$ cat config.mk
export PLATFORM = sky130hd
export DESIGN_NAME = jt1943_dwnld_flat
export DESIGN_NICKNAME = d
export VERILOG_FILES = /design/src/rtl/jt1943_dwnld_pkg.sv /design/src/rtl/jt1943_dwnld_if.sv /design/src/rtl/jt1943_dwnld_skid.sv /design/src/rtl/jt1943_dwnld.sv /design/src/flat_wrapper.sv
export SDC_FILE = /design/constraint.sdc
export NUM_CORES = 1
export LEC_CHECK = 0
export ABC_AREA = 1
export BUFFER_PORTS_ARGS = -buffer_cell sky130_fd_sc_hd__buf_2
export CELL_PAD_IN_SITES_DETAIL_PLACEMENT = 1
export CELL_PAD_IN_SITES_GLOBAL_PLACEMENT = 2
export CORE_MARGIN = 5
export CORE_UTILIZATION = 25
export CTS_CLUSTER_SIZE = 8
export DETAILED_ROUTE_END_ITERATION = 8
export HOLD_SLACK_MARGIN = 0.1
export PLACE_DENSITY = 0.7
export SYNTH_ARGS = -nofsm -noshare
export SYNTH_HDL_FRONTEND = slang
export SYNTH_SLANG_ARGS = --single-unit
$ cat constraint.sdc
create_clock -name clk -period 1.3 [get_ports clk]
set_input_delay 0 -clock clk [delete_from_list [all_inputs] [get_ports clk]]
set_output_delay 0 -clock clk [all_outputs]
set_load 0.005 [all_outputs]
$ cat src/rtl/jt1943_dwnld_pkg.sv
// Shared types and constants for the ioctl ROM downloader.
package jt1943_dwnld_pkg;

  typedef enum logic {
    ST_IDLE = 1'b0,
    ST_WAIT = 1'b1
  } st_e;

  localparam logic [1:0] MASK_LO   = 2'b10;
  localparam logic [1:0] MASK_HI   = 2'b01;
  localparam logic [1:0] MASK_NONE = 2'b11;

  localparam logic [21:0] DEF_PROM_START = 22'h48000;
  localparam int          DEF_PROM_CNT   = 8;
  localparam logic [7:0]  DEF_TIMEOUT    = 8'd255;

  typedef struct packed {
    logic [21:0] addr;
    logic [7:0]  data;
  } wr_t;

  function automatic logic [1:0] byte_mask(input logic odd);
    return odd ? MASK_HI : MASK_LO;
  endfunction

endpackage

$ cat src/rtl/jt1943_dwnld_if.sv
// ioctl byte stream in, SDRAM programming port out.
interface jt1943_dwnld_if;
  logic [21:0] ioctl_addr;
  logic [7:0]  ioctl_data;
  logic        ioctl_wr;
  logic [21:0] prog_addr;
  logic [7:0]  prog_data;
  logic [1:0]  prog_mask;
  logic        prog_we;
  logic        prog_rdy;

  modport master (
    input  ioctl_addr, ioctl_data, ioctl_wr, prog_rdy,
    output prog_addr, prog_data, prog_mask, prog_we
  );

  modport slave (
    output ioctl_addr, ioctl_data, ioctl_wr, prog_rdy,
    input  prog_addr, prog_data, prog_mask, prog_we
  );
endinterface

$ cat src/rtl/jt1943_dwnld_skid.sv
// One-entry skid buffer; full_o already accounts for a same-cycle pop.
module jt1943_dwnld_skid #(
  parameter int W = 8
) (
  input  logic         clk,
  input  logic         rst,
  input  logic         push_i,
  input  logic         pop_i,
  input  logic [W-1:0] din_i,
  output logic [W-1:0] dout_o,
  output logic         valid_o,
  output logic         full_o
);
  logic         valid_q;
  logic [W-1:0] data_q;

  assign valid_o = valid_q;
  assign dout_o  = data_q;
  assign full_o  = valid_q & ~pop_i;

  always_ff @(posedge clk) begin
    if (rst) begin
      valid_q <= 1'b0;
      data_q  <= '0;
    end else if (push_i && !full_o) begin
      valid_q <= 1'b1;
      data_q  <= din_i;
    end else if (pop_i) begin
      valid_q <= 1'b0;
    end
  end
endmodule

$ cat src/rtl/jt1943_dwnld.sv
// ROM download router: SDRAM byte writes with ready handshake, PROM region
// diverted to one-hot write pulses, done pulse and sticky error.
module jt1943_dwnld
  import jt1943_dwnld_pkg::*;
#(
  parameter logic [21:0] PROM_START = DEF_PROM_START,
  parameter int          PROM_CNT   = DEF_PROM_CNT,
  parameter logic [7:0]  TIMEOUT    = DEF_TIMEOUT
) (
  input  logic                clk,
  input  logic                rst,
  input  logic                downloading,
  jt1943_dwnld_if.master      bus,
  output logic [PROM_CNT-1:0] prom_we,
  output logic [7:0]          prom_addr,
  output logic [3:0]          prom_din,
  output logic                dwn_done,
  output logic                err
);
  localparam logic [22:0] PROM_END = {1'b0, PROM_START} + 23'(256 * PROM_CNT);

  st_e                st_q;
  logic [7:0]         cnt_q;
  logic               prog_we_q;
  logic [21:0]        prog_addr_q;
  logic [7:0]         prog_data_q;
  logic [1:0]         prog_mask_q;
  logic [PROM_CNT-1:0] prom_we_q;
  logic [7:0]         prom_addr_q;
  logic [3:0]         prom_din_q;
  logic               done_q, err_q, pend_q, dl_q;

  wr_t  new_wr, skid_dout, iss;
  logic wr_ok, in_sd, in_pr, is_sd, is_pr, idle;
  logic dl_rise, dl_fall, pop, issue, push, ovf, tmo;
  logic skid_vld, skid_full;
  logic [2:0]          prom_idx;
  logic [PROM_CNT-1:0] prom_we_d;

  assign new_wr   = '{addr: bus.ioctl_addr, data: bus.ioctl_data};
  assign wr_ok    = bus.ioctl_wr & downloading;
  assign in_sd    = bus.ioctl_addr < PROM_START;
  assign in_pr    = !in_sd && ({1'b0, bus.ioctl_addr} < PROM_END);
  assign is_sd    = wr_ok & in_sd;
  assign is_pr    = wr_ok & in_pr;
  assign dl_rise  = downloading & ~dl_q;
  assign dl_fall  = ~downloading & dl_q;
  assign idle     = (st_q == ST_IDLE);

  // A parked byte always goes out before a fresh one; the fresh one then
  // takes the slot the parked byte just vacated.
  assign pop      = idle & skid_vld;
  assign issue    = idle & (skid_vld | is_sd);
  assign push     = is_sd & ~(idle & ~skid_vld);
  assign ovf      = push & skid_full;
  assign tmo      = ~idle & ~bus.prog_rdy & (cnt_q == TIMEOUT);
  assign iss      = skid_vld ? skid_dout : new_wr;

  assign prom_idx  = 3'((bus.ioctl_addr - PROM_START) >> 8);
  assign prom_we_d = is_pr ? (PROM_CNT'(1) << prom_idx) : '0;

  jt1943_dwnld_skid #(.W($bits(wr_t))) u_skid (
    .clk     (clk),
    .rst     (rst),
    .push_i  (push),
    .pop_i   (pop),
    .din_i   (new_wr),
    .dout_o  (skid_dout),
    .valid_o (skid_vld),
    .full_o  (skid_full)
  );

  always_ff @(posedge clk) begin
    if (rst) begin
      st_q        <= ST_IDLE;
      cnt_q       <= 8'd0;
      prog_we_q   <= 1'b0;
      prog_addr_q <= 22'd0;
      prog_data_q <= 8'd0;
      prog_mask_q <= MASK_NONE;
      prom_we_q   <= '0;
      prom_addr_q <= 8'd0;
      prom_din_q  <= 4'd0;
      done_q      <= 1'b0;
      err_q       <= 1'b0;
      pend_q      <= 1'b0;
      dl_q        <= 1'b0;
    end else begin
      dl_q      <= downloading;
      done_q    <= 1'b0;
      prom_we_q <= prom_we_d;
      if (is_pr) begin
        prom_addr_q <= bus.ioctl_addr[7:0];
        prom_din_q  <= bus.ioctl_data[3:0];
      end

      case (st_q)
        ST_IDLE: if (issue) begin
          st_q        <= ST_WAIT;
          prog_we_q   <= 1'b1;
          cnt_q       <= 8'd0;
          prog_addr_q <= {1'b0, iss.addr[21:1]};
          prog_data_q <= iss.data;
          prog_mask_q <= byte_mask(iss.addr[0]);
        end
        ST_WAIT: if (bus.prog_rdy || tmo) begin
          st_q        <= ST_IDLE;
          prog_we_q   <= 1'b0;
          prog_mask_q <= MASK_NONE;
        end else begin
          cnt_q <= cnt_q + 8'd1;
        end
      endcase

      if (dl_rise)    err_q <= 1'b0;
      if (ovf || tmo) err_q <= 1'b1;

      // Completion waits for the last in-flight and parked writes to retire.
      if (dl_fall) begin
        pend_q <= 1'b1;
      end else if (dl_rise) begin
        pend_q <= 1'b0;
      end else if (pend_q && idle && !skid_vld) begin
        done_q <= 1'b1;
        pend_q <= 1'b0;
      end
    end
  end

  assign bus.prog_we   = prog_we_q;
  assign bus.prog_addr = prog_addr_q;
  assign bus.prog_data = prog_data_q;
  assign bus.prog_mask = prog_mask_q;
  assign prom_we       = prom_we_q;
  assign prom_addr     = prom_addr_q;
  assign prom_din      = prom_din_q;
  assign dwn_done      = done_q;
  assign err           = err_q;
endmodule

$ cat src/flat_wrapper.sv
// flat-port wrapper written by rule: the top's interface ports become plain ports
module jt1943_dwnld_flat import jt1943_dwnld_pkg::*;
#(
  parameter logic [21:0] PROM_START = DEF_PROM_START,
  parameter int          PROM_CNT   = DEF_PROM_CNT,
  parameter logic [7:0]  TIMEOUT    = DEF_TIMEOUT
)
  (clk, rst, downloading, prom_we, prom_addr, prom_din, dwn_done, err, bus_ioctl_addr, bus_ioctl_data, bus_ioctl_wr, bus_prog_rdy, bus_prog_addr, bus_prog_data, bus_prog_mask, bus_prog_we);
  jt1943_dwnld_if bus_i ();
  input  logic clk;
  input  logic rst;
  input  logic downloading;
  output logic [PROM_CNT-1:0] prom_we;
  output logic [7:0] prom_addr;
  output logic [3:0] prom_din;
  output logic dwn_done;
  output logic err;
  input wire logic [$bits(bus_i.ioctl_addr)-1:0] bus_ioctl_addr;
  input wire logic [$bits(bus_i.ioctl_data)-1:0] bus_ioctl_data;
  input wire logic [$bits(bus_i.ioctl_wr)-1:0] bus_ioctl_wr;
  input wire logic [$bits(bus_i.prog_rdy)-1:0] bus_prog_rdy;
  output wire logic [$bits(bus_i.prog_addr)-1:0] bus_prog_addr;
  output wire logic [$bits(bus_i.prog_data)-1:0] bus_prog_data;
  output wire logic [$bits(bus_i.prog_mask)-1:0] bus_prog_mask;
  output wire logic [$bits(bus_i.prog_we)-1:0] bus_prog_we;
  assign bus_i.ioctl_addr = bus_ioctl_addr;
  assign bus_i.ioctl_data = bus_ioctl_data;
  assign bus_i.ioctl_wr = bus_ioctl_wr;
  assign bus_i.prog_rdy = bus_prog_rdy;
  assign bus_prog_addr = bus_i.prog_addr;
  assign bus_prog_data = bus_i.prog_data;
  assign bus_prog_mask = bus_i.prog_mask;
  assign bus_prog_we = bus_i.prog_we;
  jt1943_dwnld #(.PROM_START(PROM_START), .PROM_CNT(PROM_CNT), .TIMEOUT(TIMEOUT)) u_core (.clk(clk), .rst(rst), .downloading(downloading), .bus(bus_i), .prom_we(prom_we), .prom_addr(prom_addr), .prom_din(prom_din), .dwn_done(dwn_done), .err(err));
endmodule
==> results of run 1 <==
==> worst min-delay path by stage <==
stage	from	endpoint
after floorplan	downloading	u_core.dl_q
after global placement	bus_ioctl_data[6]	u_core.u_skid.dout_o[6]
after detailed placement	bus_ioctl_data[6]	u_core.u_skid.dout_o[6]
after CTS	bus_ioctl_addr[21]	u_core.bus.prog_addr[20]
after global routing	bus_ioctl_addr[19]	u_core.bus.prog_addr[18]
final	bus_ioctl_addr[21]	u_core.bus.prog_addr[20]
==> where the power goes <==
group / switching, W / internal [W]
combinational: 0.000237 / 0.000205
sequential: 0.0000111 / 0.00296
clock: 0.00113 / 0.00148
==> cells by family after synthesis <==
family	after synthesis	synth area share [%]
compound gates	125	15.5
other cells	1	0.0926
fa+ha+maj	1	0.309
buf+inv	70	8.22
simple gates	271	28.4
flops	96	47.5
==> cell type report <==
type | count | area (um^2)
Inverter | 36 | 148
Clock buffer | 12 | 236
Tap cell | 216 | 270
Timing Repair Buffer | 166 | 1260
Clock inverter | 4 | 45.0
Multi-Input combinational cell | 398 | 1980
Sequential cell | 96 | 1930
Fill cell | 1972 | 10000
==> metrics by stage <==
step | TNS, ns | worst slack [ns] | total power, W | hold slack, ns
finish | 0 | 0.0108 | 0.00602 | 0.131
global route | -0.360 | -0.0484 | 0.00629 | 0.150
CTS | 0 | 0.000754 | 0.00612 | 0.122
detailed placement | -3.67 | -0.120 | 0.00338 | 0.283
global placement | -2.47 | -0.105 | 0.00338 | 0.274
floorplan | 0 | 0.00736 | 0.00321 | 0.133
==> sequential cells by signal, summed over array words and instances (netlist names) <==
signal                 count
u_core.err                 1
u_core.bus.prog_data       8
u_core.pend_q              1
u_core.st_q                1
u_core.bus.prog_we         1
u_core.prom_addr           8
u_core.bus.prog_mask       2
u_core.bus.prog_addr      21
u_core.dl_q                1
u_core.dwn_done            1
u_core.prom_we             8
u_core.prom_din            4
u_core.u_skid.dout_o      30
u_core.u_skid.valid_o      1
u_core.cnt_q               8
==> synthesized netlist by cell type (2+ instances only) <==
master / instances / area (um^2)
sky130_fd_sc_hd__dfxtp_1: 96 / 1920
sky130_fd_sc_hd__inv_1: 33 / 124
sky130_fd_sc_hd__nand3b_1: 2 / 15.0
sky130_fd_sc_hd__o21ai_0: 84 / 420
sky130_fd_sc_hd__nand2_1: 95 / 357
sky130_fd_sc_hd__nor2_2: 12 / 75.1
sky130_fd_sc_hd__nand4_1: 2 / 12.5
sky130_fd_sc_hd__nand3_1: 26 / 130
sky130_fd_sc_hd__buf_4: 2 / 15.0
sky130_fd_sc_hd__nand2_4: 3 / 33.8
sky130_fd_sc_hd__buf_2: 9 / 45.0
sky130_fd_sc_hd__clkbuf_1: 18 / 67.6
sky130_fd_sc_hd__nor2_4: 2 / 22.5
sky130_fd_sc_hd__nor3_1: 4 / 20.0
sky130_fd_sc_hd__buf_6: 3 / 33.8
sky130_fd_sc_hd__nor2_1: 120 / 450
sky130_fd_sc_hd__or2_2: 3 / 18.8
sky130_fd_sc_hd__a21oi_1: 39 / 195
==> layer usage <==
layer / vias to the layer above / wire, um
li1: 2091 / -
met1: 1982 / 6020
met2: 52 / 6980
met3: 12 / 507
met4: 0 / 140
met5: - / 0
==> critical path, cell delays in order, from the launching register on <==
cell and delay, ns:
sky130_fd_sc_hd__dfxtp_4 0.40, sky130_fd_sc_hd__nor2_2 0.06, sky130_fd_sc_hd__inv_1 0.07, sky130_fd_sc_hd__nand4_1 0.11, sky130_fd_sc_hd__buf_6 0.15, sky130_fd_sc_hd__buf_12 0.14, sky130_fd_sc_hd__o21ai_0 0.18, sky130_fd_sc_hd__nor2_1 0.07
==> layout by cell type, fill, tap and decap left out, types with 4 or more instances in the layout <==
cell type / Yosys / final
sky130_fd_sc_hd__nor2_1: 120 / 113
sky130_fd_sc_hd__dfxtp_1: 96 / 92
sky130_fd_sc_hd__nand2_1: 95 / 88
sky130_fd_sc_hd__buf_2: 9 / 88
sky130_fd_sc_hd__o21ai_0: 84 / 50
sky130_fd_sc_hd__a21oi_1: 39 / 36
sky130_fd_sc_hd__buf_4: 2 / 32
sky130_fd_sc_hd__o21ai_1: 1 / 31
sky130_fd_sc_hd__dlygate4sd3_1: 0 / 31
sky130_fd_sc_hd__inv_1: 33 / 30
sky130_fd_sc_hd__nand3_1: 26 / 19
sky130_fd_sc_hd__nor2_2: 12 / 15
sky130_fd_sc_hd__clkbuf_16: 0 / 10
sky130_fd_sc_hd__buf_12: 1 / 10
sky130_fd_sc_hd__nor2_4: 2 / 6
sky130_fd_sc_hd__nand2_2: 1 / 6
sky130_fd_sc_hd__nand3_2: 1 / 5
sky130_fd_sc_hd__nand2_4: 3 / 4
==> timing repair <==
action                                  4_1_cts  5_1_grt
endpoints found under the setup margin       67       81
setup buffers                                 1        2
hold buffers                                 31        0
pin swaps                                     3        9
endpoints found under the hold margin        72        0
gates resized for setup                      18       82
gates cloned                                  2        1
==> impl_metrics.tcl, run 1 <==
set metrics [dict create \
    hold_depth 5 \
    timing.rr.end "u_core.u_skid.dout_o[19]" \
    synth_sequential_area_ratio_pct 47.5 \
    hold_viol 0 \
    post_drt_via_cell_ratio 4.46 \
    finalSetupViolations 0 \
    netlist-cell-type-count 29 \
    hp-class "input pin to flip-flop" \
    maxSlewViolCount 0 \
    p_leak_nw 2.54 \
    dr_total_vias 4137 \
    dpl-instance-area_um2 4980 \
    place_congestion 0.782 \
    synthesis.area_um2 4050 \
    initial_antenna_violation_count 0 \
    r2r_start "u_core.u_skid.valid_o" \
    number_of_enable_type_register_cells_in_the_synthesized_netlist 0 \
    syn-instance-count 564 \
    ys_seq_elements 96 \
    asyncSetResetFlopFracSynth_pct 0 \
    relative_area_change_from_synthesis_to_final_layout_pct 45.0 \
    grt_busiest_layer "met2" \
    clock_tree.buffer_depth 2 \
    ys.flop_type "sky130_fd_sc_hd__dfxtp_1" \
    tritoncts.num_buffers 9 \
    vdd_ir_drop_max_mv 0.612 \
    maximum_number_of_pins_on_one_net_before_global_route_repair 35 \
    nets 743 \
    grt_use_met3_pct 3.87 \
    cts.sink_count 96 \
    postLayoutCellArea_um2 5870 \
    layout_worst_path_cycle_share_pct 99.2 \
    outcome "completed" \
    clock-root-buffer "sky130_fd_sc_hd__clkbuf_16" \
    io_pins 90 \
    synth_fp_nets 600 \
    detail_route.drc_violations 0 \
    rsz0062_at_grt "yes" \
    buffer_ports.inserted 88 \
    start_util_pct 25.5 \
    num_antenna_cells 0 \
    powerDensity_nw_per_um2 1030 \
    placed_cells_incl_taps 875 \
    cp.arrival_ns 1.53 \
    postLayoutCoreUtil_pct 37.0 \
    syn_avg_cell_area_um2 7.18 \
    setup.worst_path.end_class "flip-flop" \
    crit_fanout 13 \
    totalWireLength_um 13600 \
    global_route_usage_over_all_layers_pct 14.6 \
    drtIter0Drc 123 \
    fp.dieArea_um2 18800 \
    grt_met2_usage_pct 26.3 \
    critical_path_class "flip-flop to flip-flop" \
    yosys_warnings 0 \
    antenna_left 0 \
    critical_path.endpoint "u_core.u_skid.dout_o[19]" \
    timing.fmax_ghz 0.776 \
    grt_remaining_overflow 0 \
    critical_path.startpoint_type "flip-flop" \
    timing.final.crit_period_ns 1.29 \
    chipHeight_um 137 \
    layout-drive-gt1-share_pct 29.4 \
    clock-skew-final_ns 0.00483 \
    worst_ep_required_time_ns 1.54 \
    via_count_of_the_first_global_routing_pass 4302 \
    grt_pass1_wl_um 21500 \
    core_area_um2 15900 \
    clock_insertion_delay_worst_skew_ns 0.35 \
    setup.worst_path.start "u_core.u_skid.valid_o" \
    clock_tree_from_tritoncts "done" \
    grtUsageMet1_pct 17.2 \
    timing.max_cap.violations 0 \
    htree_levels 3 \
    drtPass1Iterations 4 \
    clk_pin_slew_worst_paths_ns 0.06 \
    core_rows 46 \
    r2r.worst_path.cells 7 \
    die_w_um 137 \
    wire_per_inst_um 14.7 \
    hpwl_um 9560 \
    r2r_slack_ns 0.01 \
    layout.cells.non_filler 928 \
]
(Power assumes the default switching activity.)
==> run 2, diff against run 1 <==
--- a/config.mk
+++ b/config.mk
@@ -7,14 +7,12 @@
 export LEC_CHECK = 0
 export ABC_AREA = 1
 export BUFFER_PORTS_ARGS = -buffer_cell sky130_fd_sc_hd__buf_2
-export CELL_PAD_IN_SITES_DETAIL_PLACEMENT = 1
-export CELL_PAD_IN_SITES_GLOBAL_PLACEMENT = 2
 export CORE_MARGIN = 5
 export CORE_UTILIZATION = 25
 export CTS_CLUSTER_SIZE = 8
 export DETAILED_ROUTE_END_ITERATION = 8
 export HOLD_SLACK_MARGIN = 0.1
-export PLACE_DENSITY = 0.7
+export PLACE_DENSITY = 0.43
 export SYNTH_ARGS = -nofsm -noshare
 export SYNTH_HDL_FRONTEND = slang
 export SYNTH_SLANG_ARGS = --single-unit
==> run 2 against run 1 <==
Count of clock-buffer cells in the layout grew 1. Via count fell by 2.1%. Power is 3.4% lower. Combinational power shrank 7.0%. Critical endpoint is now u_core.u_skid.dout_o[12]. Largest power group unchanged. Highest routed layer is now met5.
==> impl_metrics.tcl, run 2 (synthesis results as in run 1) <==
set metrics [dict create \
    outcome "completed" \
    layout.cells.most_common "sky130_fd_sc_hd__nor2_1" \
    detail_route.drc_violations 0 \
    grt_pass1_wl_um 19500 \
    timing.final.crit_period_ns 1.27 \
    post_drt_via_cell_ratio 4.39 \
    fp.dieArea_um2 18800 \
    initial_antenna_violation_count 1 \
    core_area_um2 15900 \
    wire_per_inst_um 13.2 \
    largest_register_ffs 30 \
    die_w_um 137 \
    grt_use_met3_pct 3.87 \
    clock_tree_from_tritoncts "done" \
    dr_total_vias 4051 \
    cp.arrival_ns 1.51 \
    finalSetupViolations 0 \
    powerDensity_nw_per_um2 1030 \
    crit_fanout 6 \
    hpwl_um 8640 \
    postLayoutCellArea_um2 5670 \
    clock-skew-final_ns 0.00465 \
    htree_levels 3 \
    io_pins 90 \
    grt_met2_usage_pct 21.2 \
    setup.worst_path.end_class "flip-flop" \
    maxSlewViolCount 0 \
    totalWireLength_um 12200 \
    tritoncts.num_buffers 9 \
    p_leak_nw 2.46 \
    layout.cells.most_common_list "sky130_fd_sc_hd__nor2_1, sky130_fd_sc_hd__dfxtp_1, sky130_fd_sc_hd__nand2_1, sky130_fd_sc_hd__buf_2, sky130_fd_sc_hd__o21ai_0" \
    setup_total_negative_slack_ns 0 \
    via_count_of_the_first_global_routing_pass 3945 \
    nets 737 \
    grt_busiest_layer "met2" \
    chipHeight_um 137 \
    clock_insertion_delay_worst_skew_ns 0.35 \
    buffer_ports.inserted 88 \
    critical_path.startpoint_type "flip-flop" \
    layout-drive-gt1-share_pct 27.2 \
    clock-root-buffer "sky130_fd_sc_hd__clkbuf_16" \
    place_congestion 0.777 \
    worst_ep_required_time_ns 1.54 \
    hold_viol 0 \
    slowest_stage "sky130_fd_sc_hd__dfxtp_4" \
    holdWs_ns 0.151 \
    relative_area_change_from_synthesis_to_final_layout_pct 40.1 \
    critical_path_class "flip-flop to flip-flop" \
    drtPass1Iterations 4 \
    vdd_ir_drop_max_mv 0.641 \
    start_util_pct 25.5 \
    antenna_left 0 \
    cells_along_the_critical_path "nor2_2, inv_1, nand4_1, buf_4, buf_2, o21ai_0, nor2_1" \
    timing.fmax_ghz 0.787 \
    drtIter0Drc 196 \
    crit_path_max_incr_delay_ns 0.39 \
    clock_tree.buffer_depth 2 \
    combined_buffer_and_inverter_count_along_the_critical_path 3 \
    dpl-instance-area_um2 4920 \
    maximum_number_of_pins_on_one_net_before_global_route_repair 66 \
    rsz0062_at_grt "yes" \
    hp-class "input pin to flip-flop" \
    timing.max_cap.violations 0 \
    grt_remaining_overflow 0 \
    grtUsageMet1_pct 16.9 \
    num_antenna_cells 0 \
    cts.sink_count 96 \
    global_route_usage_over_all_layers_pct 13.3 \
    clk_pin_slew_worst_paths_ns 0.06 \
    layout_worst_path_cycle_share_pct 97.8 \
    core_rows 46 \
    critical-path-top-delay-family "buffers and inverters" \
]
[run 2: changes by cell type in the layout (fill, tap and decap cells not counted), moves of 4 or more]
cell | before | now
sky130_fd_sc_hd__buf_4 | 32 | 26
sky130_fd_sc_hd__o21ai_0 | 50 | 72
sky130_fd_sc_hd__nand3_1 | 19 | 23
sky130_fd_sc_hd__o21ai_1 | 31 | 12
sky130_fd_sc_hd__buf_6 | 3 | 7
[run 2: layer usage]
metal	wire, um	up-vias
li1	-	2080
met1	5630	1864
met2	5780	91
met3	569	14
met4	196	2
met5	11	-
[run 2: final timing paths]
check | from | end | slack, ns | cells past startpoint
min | bus_ioctl_addr[15] | u_core.bus.prog_addr[14] | 0.15 | 5
max | u_core.u_skid.valid_o | u_core.u_skid.dout_o[12] | 0.03 | 7
min reg2reg | u_core.u_skid.dout_o[28] | u_core.u_skid.dout_o[28] | 0.44 | 2
max reg2reg | u_core.u_skid.valid_o | u_core.u_skid.dout_o[12] | 0.03 | 7
[run 2: cell type report]
type	count	area, um^2
flip-flops and latches	96	1930
inverters	36	141
clock inverters	3	17.5
fillers	1721	10200
multi-input cells	398	1890
clock buffers	13	250
well taps	216	270
repair buffers	160	1170
[run 2: worst register-to-register path, cell delays in order (launching register included)]
cell and delay [ns]:
sky130_fd_sc_hd__dfxtp_4 0.39, sky130_fd_sc_hd__nor2_2 0.06, sky130_fd_sc_hd__inv_1 0.08, sky130_fd_sc_hd__nand4_1 0.09
sky130_fd_sc_hd__buf_4 0.17, sky130_fd_sc_hd__buf_2 0.16, sky130_fd_sc_hd__o21ai_0 0.15, sky130_fd_sc_hd__nor2_1 0.06
[run 2: where the power goes]
group          switching, W  internal (W)
Clock               0.00110       0.00134
Sequential        0.0000110       0.00296
Combinational      0.000216      0.000193
[run 2: timing repair]
item	in CTS	in global routing
setup endpoints to repair	66	84
resized for setup	8	47
hold buffers	31	0
hold endpoints to repair	77	0
setup buffers	0	3
cloned	1	1
pin swaps	0	11
[run 2: metrics by stage]
stage / worst slack [ns] / std cells / utilization [%] / power, W
6_report: 0.0287 / 922 / 35.7 / 0.00582
5_1_grt: -0.0202 / 922 / 35.7 / 0.00611
4_1_cts: -0.000767 / 918 / 34.8 / 0.00592
3_5_place_dp: -0.0942 / 870 / 31.0 / 0.00337
3_3_place_gp: -0.0489 / 870 / 31.0 / 0.00337
2_1_floorplan: 0.00736 / 564 / - / 0.00321
==> run 3, diff against run 2 <==
--- a/config.mk
+++ b/config.mk
@@ -8,11 +8,12 @@
 export ABC_AREA = 1
 export BUFFER_PORTS_ARGS = -buffer_cell sky130_fd_sc_hd__buf_2
 export CORE_MARGIN = 5
-export CORE_UTILIZATION = 25
+export CORE_UTILIZATION = 45
 export CTS_CLUSTER_SIZE = 8
 export DETAILED_ROUTE_END_ITERATION = 8
 export HOLD_SLACK_MARGIN = 0.1
-export PLACE_DENSITY = 0.43
+export PLACE_DENSITY = 0.7
+export SETUP_SLACK_MARGIN = 0.05
 export SYNTH_ARGS = -nofsm -noshare
 export SYNTH_HDL_FRONTEND = slang
 export SYNTH_SLANG_ARGS = --single-unit
==> run 3 against run 2 <==
Largest power group unchanged. Maximum frequency is 2.7% lower. Sequential share of layout area rose by 0.77 points. The flow now finishes with violations (setup timing). Highest routed layer is now met4. Clock power is 23% lower.
==> impl_metrics.tcl, run 3 (synthesis results as in run 1) <==
set metrics [dict create \
    outcome "finished, violations left" \
    failed_checks "setup timing" \
    clock-root-buffer "sky130_fd_sc_hd__clkbuf_8" \
    clock_insertion_delay_worst_skew_ns 0.37 \
    relative_area_change_from_synthesis_to_final_layout_pct 37.2 \
    cp.arrival_ns 1.56 \
    rsz0062_at_grt "yes" \
    detail_route.drc_violations 0 \
    wire_per_inst_um 13.9 \
    dpl-instance-area_um2 4730 \
    layout_worst_path_cycle_share_pct 101 \
    grt_pass1_wl_um 18100 \
    cts.sink_count 96 \
    place_congestion 0.833 \
    clock_tree_from_tritoncts "done" \
    hold_viol 0 \
    htree_levels 3 \
    buffer_ports.inserted 88 \
    critical_path_class "flip-flop to flip-flop" \
    via_count_of_the_first_global_routing_pass 3812 \
    start_util_pct 46.2 \
    layout.cells.most_common_list "sky130_fd_sc_hd__nor2_1, sky130_fd_sc_hd__dfxtp_1, sky130_fd_sc_hd__nand2_1, sky130_fd_sc_hd__buf_2, sky130_fd_sc_hd__o21ai_0" \
    tritoncts.num_buffers 9 \
    vdd_ir_drop_max_mv 0.755 \
    dr_total_vias 4147 \
    powerDensity_nw_per_um2 945 \
    num_antenna_cells 0 \
    die_w_um 105 \
    finalSetupViolations 1 \
    layout-drive-gt1-share_pct 30.2 \
    fp.dieArea_um2 11000 \
    maxSlewViolCount 0 \
    core_area_um2 8760 \
    setup_total_negative_slack_ns -0.00707 \
    nets 736 \
    hpwl_um 7520 \
    global_route_usage_over_all_layers_pct 19.6 \
    io_pins 90 \
    worst_ep_required_time_ns 1.55 \
    maximum_number_of_pins_on_one_net_before_global_route_repair 40 \
    hp-class "input pin to flip-flop" \
    setup.worst_path.end_class "flip-flop" \
    largest_register_ffs 30 \
    grt_remaining_overflow 0 \
    totalWireLength_um 11300 \
    timing.final.crit_period_ns 1.31 \
    clock-skew-final_ns 0.0147 \
    chipHeight_um 105 \
    timing.max_cap.violations 0 \
    drtIter0Drc 214 \
    post_drt_via_cell_ratio 5.10 \
    clk_pin_slew_worst_paths_ns 0.11 \
    critical_path.startpoint_type "flip-flop" \
    antenna_left 0 \
    postLayoutCellArea_um2 5560 \
    layout.cells.most_common "sky130_fd_sc_hd__nor2_1" \
    p_leak_nw 2.45 \
    clock_tree.buffer_depth 2 \
    initial_antenna_violation_count 0 \
    core_rows 34 \
    timing.fmax_ghz 0.765 \
    crit_fanout 8 \
    drtPass1Iterations 5 \
    postLayoutSetupSlackWorst_ns -0.00707 \
]
-- run 3: timing repair --
item,CTS,global route
hold buffers,32,0
pin swaps,0,16
gates cloned,0,2
setup endpoints to repair,71,83
setup buffers,0,3
hold endpoints to repair,79,0
resized for setup,18,87
-- run 3: metrics by stage --
step                worst slack (ns)  util, %  power, W  cells  hold slack, ns
global route                 -0.0271     63.4   0.00546    813           0.212
detailed placement           -0.0710     54.0   0.00335    760           0.287
floorplan                     0.0613        -   0.00321    564           0.133
CTS                           0.0469     60.4   0.00527    808           0.180
global placement             -0.0401     54.0   0.00334    760           0.274
finish                      -0.00707     63.4   0.00525    813           0.162
-- run 3: area by class of cell --
cell class / instances / area [um^2]
fillers: 770 / 3210
clock inverters: 7 / 60.1
flip-flops and latches: 96 / 1930
clock buffers: 9 / 124
multi-input cells: 398 / 1980
repair buffers: 159 / 1170
inverters: 36 / 146
well taps: 108 / 135
-- run 3: critical path, cell delays in order, from the launching register on --
cell,delay [ns]
sky130_fd_sc_hd__dfxtp_4,0.39
sky130_fd_sc_hd__nand2_1,0.11
sky130_fd_sc_hd__nand4_1,0.12
sky130_fd_sc_hd__buf_6,0.16
sky130_fd_sc_hd__buf_12,0.13
sky130_fd_sc_hd__o21ai_0,0.19
sky130_fd_sc_hd__nor2_1,0.08
-- run 3: worst paths after layout --
path                                          startpoint                        to  slack, ns  depth (start not counted)
worst min-delay path                        bus_ioctl_wr        u_core.prom_din[3]       0.16                          6
worst min register to register  u_core.u_skid.dout_o[28]  u_core.u_skid.dout_o[28]       0.45                          2
worst max register to register     u_core.u_skid.valid_o   u_core.u_skid.dout_o[3]     -0.007                          6
worst max-delay path               u_core.u_skid.valid_o   u_core.u_skid.dout_o[3]     -0.007                          6
-- run 3: power breakdown --
group          switching, W  internal [W]  total [W]
Clock               0.00113      0.000733    0.00187
Combinational      0.000226      0.000195   0.000421
Sequential        0.0000117       0.00295    0.00297
-- run 3: metal layers --
layer	part of all wire [%]	GRT usage [%]	vias to the layer above
met5	0	0	-
met2	50	34.0	110
met3	5.8	4.19	18
met4	1.8	6.30	0
met1	43	24.3	1936
li1	-	-	2083
